<file path="config.mk">
export PLATFORM = sky130hd
export DESIGN_NAME = sd_sector_arbiter
export DESIGN_NICKNAME = d
export VERILOG_FILES = /design/src/rtl/sd_arb_pkg.sv /design/src/rtl/sd_arb_rr.sv /design/src/rtl/sd_sector_arbiter.sv
export SDC_FILE = /design/constraint.sdc
export NUM_CORES = 1
export LEC_CHECK = 0
export CAP_MARGIN = 5
export CORE_MARGIN = 10
export CORE_UTILIZATION = 32
export DETAILED_ROUTE_END_ITERATION = 10
export PLACE_DENSITY_LB_ADDON = 0.12
export SLEW_MARGIN = 20
export SYNTH_ARGS = -nofsm -noshare
export SYNTH_HDL_FRONTEND = slang
export SYNTH_HIERARCHICAL = 1
export SYNTH_SLANG_ARGS = --single-unit
</file>
<file path="constraint.sdc">
create_clock -name clk_sys -period 2.9 [get_ports clk_sys]
set_input_delay 0.435 -clock clk_sys [delete_from_list [all_inputs] [get_ports clk_sys]]
set_output_delay 0.435 -clock clk_sys [all_outputs]
set_load 0.005 [all_outputs]
</file>
<file path="src/rtl/sd_arb_pkg.sv">
// Shared definitions for the SD sector arbiter: FSM states, requester count
// and a small one-hot helper used by the top level.
package sd_arb_pkg;

    localparam int NUM_REQ = 2;

    typedef enum logic [1:0] {
        IDLE  = 2'd0,
        ISSUE = 2'd1,
        XFER  = 2'd2,
        DONE  = 2'd3
    } arb_state_t;

    // Convert a requester index into its one-hot grant vector.
    function automatic logic [NUM_REQ-1:0] idx_to_onehot(input logic idx);
        idx_to_onehot = idx ? 2'b10 : 2'b01;
    endfunction

endpackage

</file>
<file path="src/rtl/sd_arb_rr.sv">
// Two-way round-robin picker. When both requesters are pending it favours
// the one that was not served last; otherwise it picks whichever is pending.
module sd_arb_rr
    import sd_arb_pkg::*;
(
    input  logic [NUM_REQ-1:0] pending,
    input  logic               last_served,
    output logic               pick_valid,
    output logic               pick_idx
);

    logic pick_idx_s;

    // Choose the next owner from the pending set.
    always_comb begin
        pick_idx_s = 1'b0;
        if (pending[0] && pending[1]) begin
            pick_idx_s = ~last_served;
        end else if (pending[1]) begin
            pick_idx_s = 1'b1;
        end else begin
            pick_idx_s = 1'b0;
        end
    end

    assign pick_valid = |pending;
    assign pick_idx   = pick_idx_s;

endmodule

</file>
<file path="src/rtl/sd_sector_arbiter.sv">
// Arbitrates two sector requesters onto a single mist_io SD port.
// Optional ack watchdog: define SD_ARB_TIMEOUT_EN to enable a saturating
// 24-bit counter that aborts ISSUE/XFER after TIMEOUT_CYCLES and pulses rq_err.
module sd_sector_arbiter
    import sd_arb_pkg::*;
#(
    parameter logic [23:0] TIMEOUT_CYCLES = 24'd13500000
) (
    input  logic        clk_sys,
    input  logic        reset_n,
    input  logic [1:0]  rq_rd,
    input  logic [1:0]  rq_wr,
    input  logic [31:0] rq_lba0,
    input  logic [31:0] rq_lba1,
    output logic [1:0]  rq_done,
    output logic [1:0]  rq_err,
    output logic        sd_rd,
    output logic        sd_wr,
    output logic [31:0] sd_lba,
    input  logic        sd_ack,
    input  logic        sd_buff_wr_in,
    output logic        sd_buff_wr0,
    output logic        sd_buff_wr1,
    input  logic [7:0]  sd_buff_din0,
    input  logic [7:0]  sd_buff_din1,
    output logic [7:0]  sd_buff_din,
    output logic [1:0]  grant
);

    arb_state_t  state_r, state_nx_s;
    logic [1:0]  grant_r, grant_nx_s;
    logic        sd_rd_r, sd_rd_nx_s;
    logic        sd_wr_r, sd_wr_nx_s;
    logic [31:0] lba_r, lba_nx_s;
    logic [1:0]  done_r, done_nx_s;
    logic [1:0]  err_r, err_nx_s;
    logic        last_r, last_nx_s;
    logic        armed_r, armed_nx_s;
    logic        pick_valid_s;
    logic        pick_idx_s;
    logic        timeout_hit_s;

    sd_arb_rr u_rr (
        .pending     (rq_rd | rq_wr),
        .last_served (last_r),
        .pick_valid  (pick_valid_s),
        .pick_idx    (pick_idx_s)
    );

`ifdef SD_ARB_TIMEOUT_EN
    logic [23:0] cnt_r, cnt_nx_s;

    // Watchdog counter: restarts on every state change, saturates at all-ones.
    always_comb begin
        if (state_nx_s != state_r) begin
            cnt_nx_s = 24'd0;
        end else if (((state_r == ISSUE) || (state_r == XFER)) && (cnt_r != 24'hFF_FFFF)) begin
            cnt_nx_s = cnt_r + 24'd1;
        end else begin
            cnt_nx_s = cnt_r;
        end
    end

    assign timeout_hit_s = (cnt_r >= (TIMEOUT_CYCLES - 24'd1));
`else
    assign timeout_hit_s = 1'b0;
`endif

    // Next-state and next-output logic of the arbitration FSM.
    always_comb begin
        state_nx_s = state_r;
        grant_nx_s = grant_r;
        sd_rd_nx_s = sd_rd_r;
        sd_wr_nx_s = sd_wr_r;
        lba_nx_s   = lba_r;
        done_nx_s  = 2'b00;
        err_nx_s   = 2'b00;
        last_nx_s  = last_r;
        armed_nx_s = armed_r;
        case (state_r)
            IDLE: begin
                // An ack left high from earlier traffic must not count.
                armed_nx_s = 1'b0;
                if (pick_valid_s) begin
                    state_nx_s = ISSUE;
                    grant_nx_s = idx_to_onehot(pick_idx_s);
                    lba_nx_s   = pick_idx_s ? rq_lba1 : rq_lba0;
                    // Read wins when a requester raises both levels.
                    sd_rd_nx_s = rq_rd[pick_idx_s];
                    sd_wr_nx_s = ~rq_rd[pick_idx_s];
                end else begin
                    state_nx_s = IDLE;
                end
            end
            ISSUE: begin
                if (timeout_hit_s) begin
                    state_nx_s = IDLE;
                    sd_rd_nx_s = 1'b0;
                    sd_wr_nx_s = 1'b0;
                    grant_nx_s = 2'b00;
                    err_nx_s   = grant_r;
                    last_nx_s  = grant_r[1];
                end else if (sd_ack && armed_r) begin
                    state_nx_s = XFER;
                    sd_rd_nx_s = 1'b0;
                    sd_wr_nx_s = 1'b0;
                end else if (!sd_ack) begin
                    armed_nx_s = 1'b1;
                end else begin
                    state_nx_s = ISSUE;
                end
            end
            XFER: begin
                if (timeout_hit_s) begin
                    state_nx_s = IDLE;
                    grant_nx_s = 2'b00;
                    err_nx_s   = grant_r;
                    last_nx_s  = grant_r[1];
                end else if (!sd_ack) begin
                    state_nx_s = DONE;
                    done_nx_s  = grant_r;
                end else begin
                    state_nx_s = XFER;
                end
            end
            DONE: begin
                state_nx_s = IDLE;
                grant_nx_s = 2'b00;
                last_nx_s  = grant_r[1];
            end
            default: begin
                state_nx_s = IDLE;
                grant_nx_s = 2'b00;
                sd_rd_nx_s = 1'b0;
                sd_wr_nx_s = 1'b0;
            end
        endcase
    end

    // State and registered outputs; reset leaves requester 1 as last served.
    always_ff @(posedge clk_sys or negedge reset_n) begin
        if (!reset_n) begin
            state_r <= IDLE;
            grant_r <= 2'b00;
            sd_rd_r <= 1'b0;
            sd_wr_r <= 1'b0;
            lba_r   <= 32'd0;
            done_r  <= 2'b00;
            err_r   <= 2'b00;
            last_r  <= 1'b1;
            armed_r <= 1'b0;
`ifdef SD_ARB_TIMEOUT_EN
            cnt_r   <= 24'd0;
`endif
        end else begin
            state_r <= state_nx_s;
            grant_r <= grant_nx_s;
            sd_rd_r <= sd_rd_nx_s;
            sd_wr_r <= sd_wr_nx_s;
            lba_r   <= lba_nx_s;
            done_r  <= done_nx_s;
            err_r   <= err_nx_s;
            last_r  <= last_nx_s;
            armed_r <= armed_nx_s;
`ifdef SD_ARB_TIMEOUT_EN
            cnt_r   <= cnt_nx_s;
`endif
        end
    end

    // Buffer steering stays combinational so strobe and data keep mist_io timing;
    // only the current owner ever sees the byte strobe.
    always_comb begin
        sd_buff_wr0 = sd_buff_wr_in & grant_r[0];
        sd_buff_wr1 = sd_buff_wr_in & grant_r[1];
        case (grant_r)
            2'b01:   sd_buff_din = sd_buff_din0;
            2'b10:   sd_buff_din = sd_buff_din1;
            default: sd_buff_din = 8'h00;
        endcase
    end

    assign grant   = grant_r;
    assign sd_rd   = sd_rd_r;
    assign sd_wr   = sd_wr_r;
    assign sd_lba  = lba_r;
    assign rq_done = done_r;
    assign rq_err  = err_r;

endmodule

</file>
==> impl_metrics.json, run 1 <==
{
  "status": "complete, no violations",
  "core_region_area_um2": 6756,
  "maxCapViolations": 0,
  "swShare_pct": 35.66,
  "rows": 30,
  "seqCellArea_um2": 1052,
  "p_leak_nw": 1.577,
  "peakVddDrop_mv": 0.4546,
  "cts_tree": "done",
  "die_area_um2": 10610,
  "syn_area_um2": 2206,
  "hold_violations": 0,
  "fill_cells": 633,
  "overflow": 0,
  "initial_core_util_pct": 32.65,
  "drive_above_1_share_pct": 5.429,
  "synth_top_cell_by_area": "dfrtp_1",
  "critPathSlowestCell": "clkdlybuf4s50_1",
  "grt_max_degree": 65,
  "grt_pass1_wl_mm": 10.16,
  "slew_headroom_pct": 38.18,
  "power.density_nw_per_um2": 912.5,
  "setup_tns_ns": 0,
  "synth.area.top_cells": "dfrtp_1 47%, mux2i_1 15%, a21oi_1 7.5%",
  "syn_inst": 220,
  "die-width_um": 103.0,
  "grtUsageTotal_pct": 12.01,
  "post-route-period-util_pct": 80.76,
  "wl_per_cell_um": 15.55,
  "syn_to_final_growth_pct": 67.78,
  "combPwrFrac_pct": 55.4,
  "crit_family": "buffers and inverters",
  "synth-seq-cells": 42,
  "worst_pin_slew_ns": 0.9274,
  "nets": 445,
  "route.detailed.drc": 0,
  "crit_path_max_incr_delay_ns": 0.53,
  "seq_area_frac_synth_pct": 47.70,
  "yosys_warnings": 6,
  "p_int_mw": 2.173,
  "multi_input_area_um2": 1051,
  "layout_commonest_cell": "clkdlybuf4s50_1",
  "netSwitchingPower_mw": 1.204,
  "gp_congestion": 0.7519,
  "arrival_ns": 1.91,
  "setup.worst_path.end_class": "primary output",
  "antenna_left": 0,
  "fin_skew_ns": 0.007750,
  "syn_area_per_cell_um2": 10.03,
  "hpwl_mm": 5.354,
  "final_area_um2": 3701,
  "postCtsSetupBuffers": 0,
  "postCtsHoldBufs": 0,
  "fp.dieH_um": 103.0,
  "r2r_end": "sd_rd",
  "drtIter0Drc": 45,
  "reg2reg_from": "state_r[0]",
  "finalSetupViolCount": 0,
  "post-route-min-period_ns": 2.342,
  "cts.reportedPaths.clkPinSlew_ns": 0.08,
  "power_frac_seq_pct": 30.9,
  "htreeDepth": 2,
  "rrSetupSlack_ns": 1.13,
  "maxSlewViolCount": 0,
  "worst-setup-path-type": "register to primary output",
  "critPathBufInv": 2,
  "port_buffers": 135,
  "clk_path_buf_depth": 2,
  "clk_latency_ns": 0.29,
  "root_buffer": "clkbuf_8",
  "dpl_cell_area_um2": 3590,
  "cts_num_sinks": 42,
  "clkPwrFrac_pct": 13.7,
  "min-delay-path-class": "input pin to async pin",
  "layout_common_cells": "134 x clkdlybuf4s50_1, 44 x nor2_1, 41 x dfrtp_1",
  "critPathMaxFanout": 8,
  "numCtsBuffers": 5,
  "viasPerCell": 4.677,
  "grt_antenna_before_repair": 0,
  "io_pins": 138,
  "netlist.area_leader.share_pct": 46.51,
  "path_cells": "inv_1 -> ha_1 -> a22oi_1 -> nor2_1 -> clkdlybuf4s50_1",
  "dr.pass1.iters": 4,
  "rsz0062_at_grt": "no",
  "yosysUniqueCellTypes": 30,
  "start_kind": "register",
  "dr_total_vias": 2011,
  "diodes": 0,
  "required_ns": 2.47,
  "reg2reg_depth": 5,
  "fmax_mhz": 427.0,
  "grt_pass1_vias": 2072,
  "cts_resized": 0,
  "drt-total-wl_mm": 6.688
}
worst max path at each step:
stage                        start        endpoint  cells after the start
after floorplan           rq_wr[0]           sd_rd                      6
after global placement    rq_rd[0]      sd_lba[19]                      5
after detailed placement  rq_rd[0]       sd_lba[8]                      5
after CTS                 grant[0]  sd_buff_din[6]                      5
after global routing      grant[0]  sd_buff_din[1]                      5
final                     grant[1]  sd_buff_din[0]                      5
worst register-to-register path: cells and delay by family (launching register included):
| family | cells | cell delay [ns] |
|---|---|---|
| AOI/OAI and AO/OA | 1 | 0.28 |
| adders and majority gates | 1 | 0.25 |
| buffers and inverters | 1 | 0.12 |
| DFF | 1 | 0.46 |
| muxes | 1 | 0.35 |
| and+or+nand+nor | 1 | 0.20 |
power by group through the flow:
stage	Combinational, mW	Clock (mW)	Sequential (mW)
finish	1.87	0.463	1.04
global route	2.08	0.504	1.09
global placement	1.88	0	1.05
CTS	1.91	0.477	1.05
floorplan	0.963	0	1.06
detailed placement	1.90	0	1.05
flip-flops by register name, indices dropped and copies added, names as in the netlist, named ones only:
register / count
armed_r: 1
grant: 2
last_r: 1
rq_done: 2
sd_lba: 32
sd_rd: 1
sd_wr: 1
state_r: 1
area by class of cell:
class	count	area share [%]
tap	80	2.705
sequential	42	28.43
clock buffer	6	1.961
multi-input combinational	156	28.40
inverter	7	0.7099
timing repair buffer	137	36.78
clock inverter	2	1.014
routing by layer:
| metal | vias to the layer above | GRT usage (%) | share of wire, % |
|---|---|---|---|
| li1 | 1007 | - | - |
| met1 | 906 | 14.03 | 40 |
| met2 | 94 | 18.28 | 45 |
| met3 | 4 | 6.903 | 14 |
| met4 | 0 | 3.529 | 0.67 |
| met5 | - | 0 | 0 |
cell usage after synthesis (all sizes together):
master	count
a211o	1
a211oi	1
a21boi	1
a21oi	33
a22oi	8
a31oi	1
a41o	1
and2	3
buf	13
clkbuf	3
conb	1
dfrtp	41
dfstp	1
ha	8
inv	7
mux2	3
mux2i	34
nand2	2
nand2b	3
nor2	44
nor2b	1
nor3b	2
o21ai	3
o41ai	2
or2	3
logic make-up after synthesis:
family | count (synthesis) | share of synthesized area, %
mux | 37 | 16.96
flops | 42 | 47.70
compound gates | 51 | 13.73
buf+inv | 23 | 5.445
other cells | 1 | 0.1700
simple gates | 58 | 11.46
fa+ha+maj | 8 | 4.538
through the flow:
step	total power, mW	setup WS [ns]	util, %	cells	hold slack, ns
floorplan	2.021	1.232	-	221	0.1394
global placement	2.925	0.5239	53.13	422	0.4782
detailed placement	2.954	0.4738	53.13	422	0.4865
CTS	3.433	0.5377	54.76	430	0.3101
global route	3.680	0.4091	54.78	430	0.3698
finish	3.377	0.5579	54.78	430	0.2812
(Power assumes the default switching activity.)
==> run 2, diff against run 1 <==
==> constraint.sdc (replaced) <==
create_clock -name clk_sys -period 1.95 [get_ports clk_sys]
set_input_delay 0.2925 -clock clk_sys [delete_from_list [all_inputs] [get_ports clk_sys]]
set_output_delay 0.2925 -clock clk_sys [all_outputs]
set_load 0.005 [all_outputs]
==> impl_metrics.json, run 2 (same netlist as run 1, synthesis figures left out) <==
{
  "largest_reg_flops": 32,
  "rows": 30,
  "path_cells": "buf_4 -> ha_4 -> buf_4 -> a22oi_1 -> nor2_1 -> clkdlybuf4s15_1",
  "drt-total-wl_mm": 6.661,
  "status": "complete, no violations",
  "clk_path_buf_depth": 2,
  "cts_tree": "done",
  "postCtsHoldBufs": 0,
  "p_leak_nw": 1.692,
  "fin_skew_ns": 0.006815,
  "die_area_um2": 10610,
  "total_power_mw": 5.356,
  "grt_max_degree": 43,
  "drtIter0Drc": 47,
  "die-width_um": 103.0,
  "overflow": 0,
  "worst_pin_slew_ns": 0.5367,
  "gp_congestion": 0.7498,
  "cts_num_sinks": 42,
  "hpwl_mm": 5.411,
  "critPathSlowestCell": "dfrtp_1",
  "required_ns": 1.66,
  "initial_core_util_pct": 32.65,
  "grt_pass1_vias": 2144,
  "crit_path_max_incr_delay_ns": 0.40,
  "slew_headroom_pct": 64.22,
  "hold_violations": 0,
  "clk_latency_ns": 0.30,
  "fmax_mhz": 531.3,
  "grt_antenna_before_repair": 0,
  "post-route-period-util_pct": 96.53,
  "viasPerCell": 4.599,
  "htreeDepth": 2,
  "place_ws_ns": -0.05370,
  "maxSlewViolCount": 0,
  "rsz0062_at_grt": "no",
  "hold_ws_ns": 0.05214,
  "root_buffer": "clkbuf_8",
  "rrSetupSlack_ns": 0.33,
  "layout_common_cells": "126 x clkdlybuf4s50_1, 44 x nor2_1, 40 x dfrtp_1",
  "grt_pass1_wl_mm": 10.09,
  "port_buffers": 135,
  "drive_above_1_share_pct": 10.71,
  "fp.dieH_um": 103.0,
  "wl_per_cell_um": 15.00,
  "power.density_nw_per_um2": 1380,
  "start_kind": "register",
  "grtUsageTotal_pct": 12.00,
  "dpl.cell_count": 430,
  "dr.pass1.iters": 4,
  "cts.reportedPaths.clkPinSlew_ns": 0.08,
  "worst-setup-path-type": "register to primary output",
  "antenna_left": 0,
  "syn_to_final_growth_pct": 76.01,
  "reg2reg_depth": 5,
  "crit_path_frequent_cell": "buf_4",
  "io_pins": 138,
  "setup.worst_path.end_class": "primary output",
  "post-route-min-period_ns": 1.882,
  "nets": 459,
  "dr_total_vias": 2042,
  "critPathMaxFanout": 6,
  "fin_ws_ns": 0.06772,
  "finalSetupViolCount": 0,
  "route.detailed.drc": 0,
  "min-delay-path-class": "input pin to async pin",
  "peakVddDrop_mv": 0.5128,
  "arrival_ns": 1.59,
  "layout_commonest_cell": "clkdlybuf4s50_1",
  "diodes": 0,
  "core_region_area_um2": 6756,
  "maxCapViolations": 0,
  "final_cells": 444,
  "numCtsBuffers": 5
}
## run 2: metal layers
layer / share of wire, % / vias up / GRT usage [%]
met3: 14 / 6 / 6.971
met5: 0 / - / 0
met4: 1.1 / 0 / 3.529
li1: - / 1036 / -
met1: 40 / 908 / 13.51
met2: 45 / 92 / 18.82
## run 2: layout make-up
type	instances	area (um2)
Clock buffer	5	68.82
Clock inverter	3	43.79
Fill cell	627	2874
Inverter	7	26.28
Multi-Input combinational cell	156	1080
Sequential cell	42	1054
Tap cell	80	100.1
Timing Repair Buffer	151	1510
## run 2: power breakdown
| group | total, mW | internal [mW] | switching (mW) |
|---|---|---|---|
| logic | 3.11 | 1.80 | 1.31 |
| registers | 1.53 | 1.30 | 0.229 |
| clock network | 0.710 | 0.384 | 0.326 |
## run 2: stage by stage
stage / utilization [%] / cell area [um2] / TNS (ns)
final: 57.46 / 3882 / 0
after global routing: 57.46 / 3882 / 0
after CTS: 57.22 / 3866 / 0
after detailed placement: 54.76 / 3700 / -0.3335
after global placement: 54.76 / 3700 / -0.01442
after floorplan: - / 2210 / 0
## run 2: what timing repair did
action                                  in CTS  in global routing
hold endpoints to repair                     0                  0
gates cloned                                 0                  0
endpoints found under the setup margin       8                  3
setup buffers                                5                  1
gates resized for setup                     14                  4
## run 2: path summary, 6_finish.rpt
check                         start        endpoint
setup reg to reg           register           sd_rd
hold reg to reg               sd_rd           sd_rd
min in group clk_sys          sd_rd           sd_rd
setup / recovery           grant[1]  sd_buff_din[6]
max in group asynchronous   reset_n        grant[0]
hold / removal              reset_n      sd_lba[23]
## run 2: critical path, delay by kind of cell (launching register included)
family,cells,cell delay (ns)
AOI/OAI and AO/OA,1,0.16
DFF,1,0.40
buffers and inverters,3,0.49
adders and majority gates,1,0.17
and+or+nand+nor,1,0.07
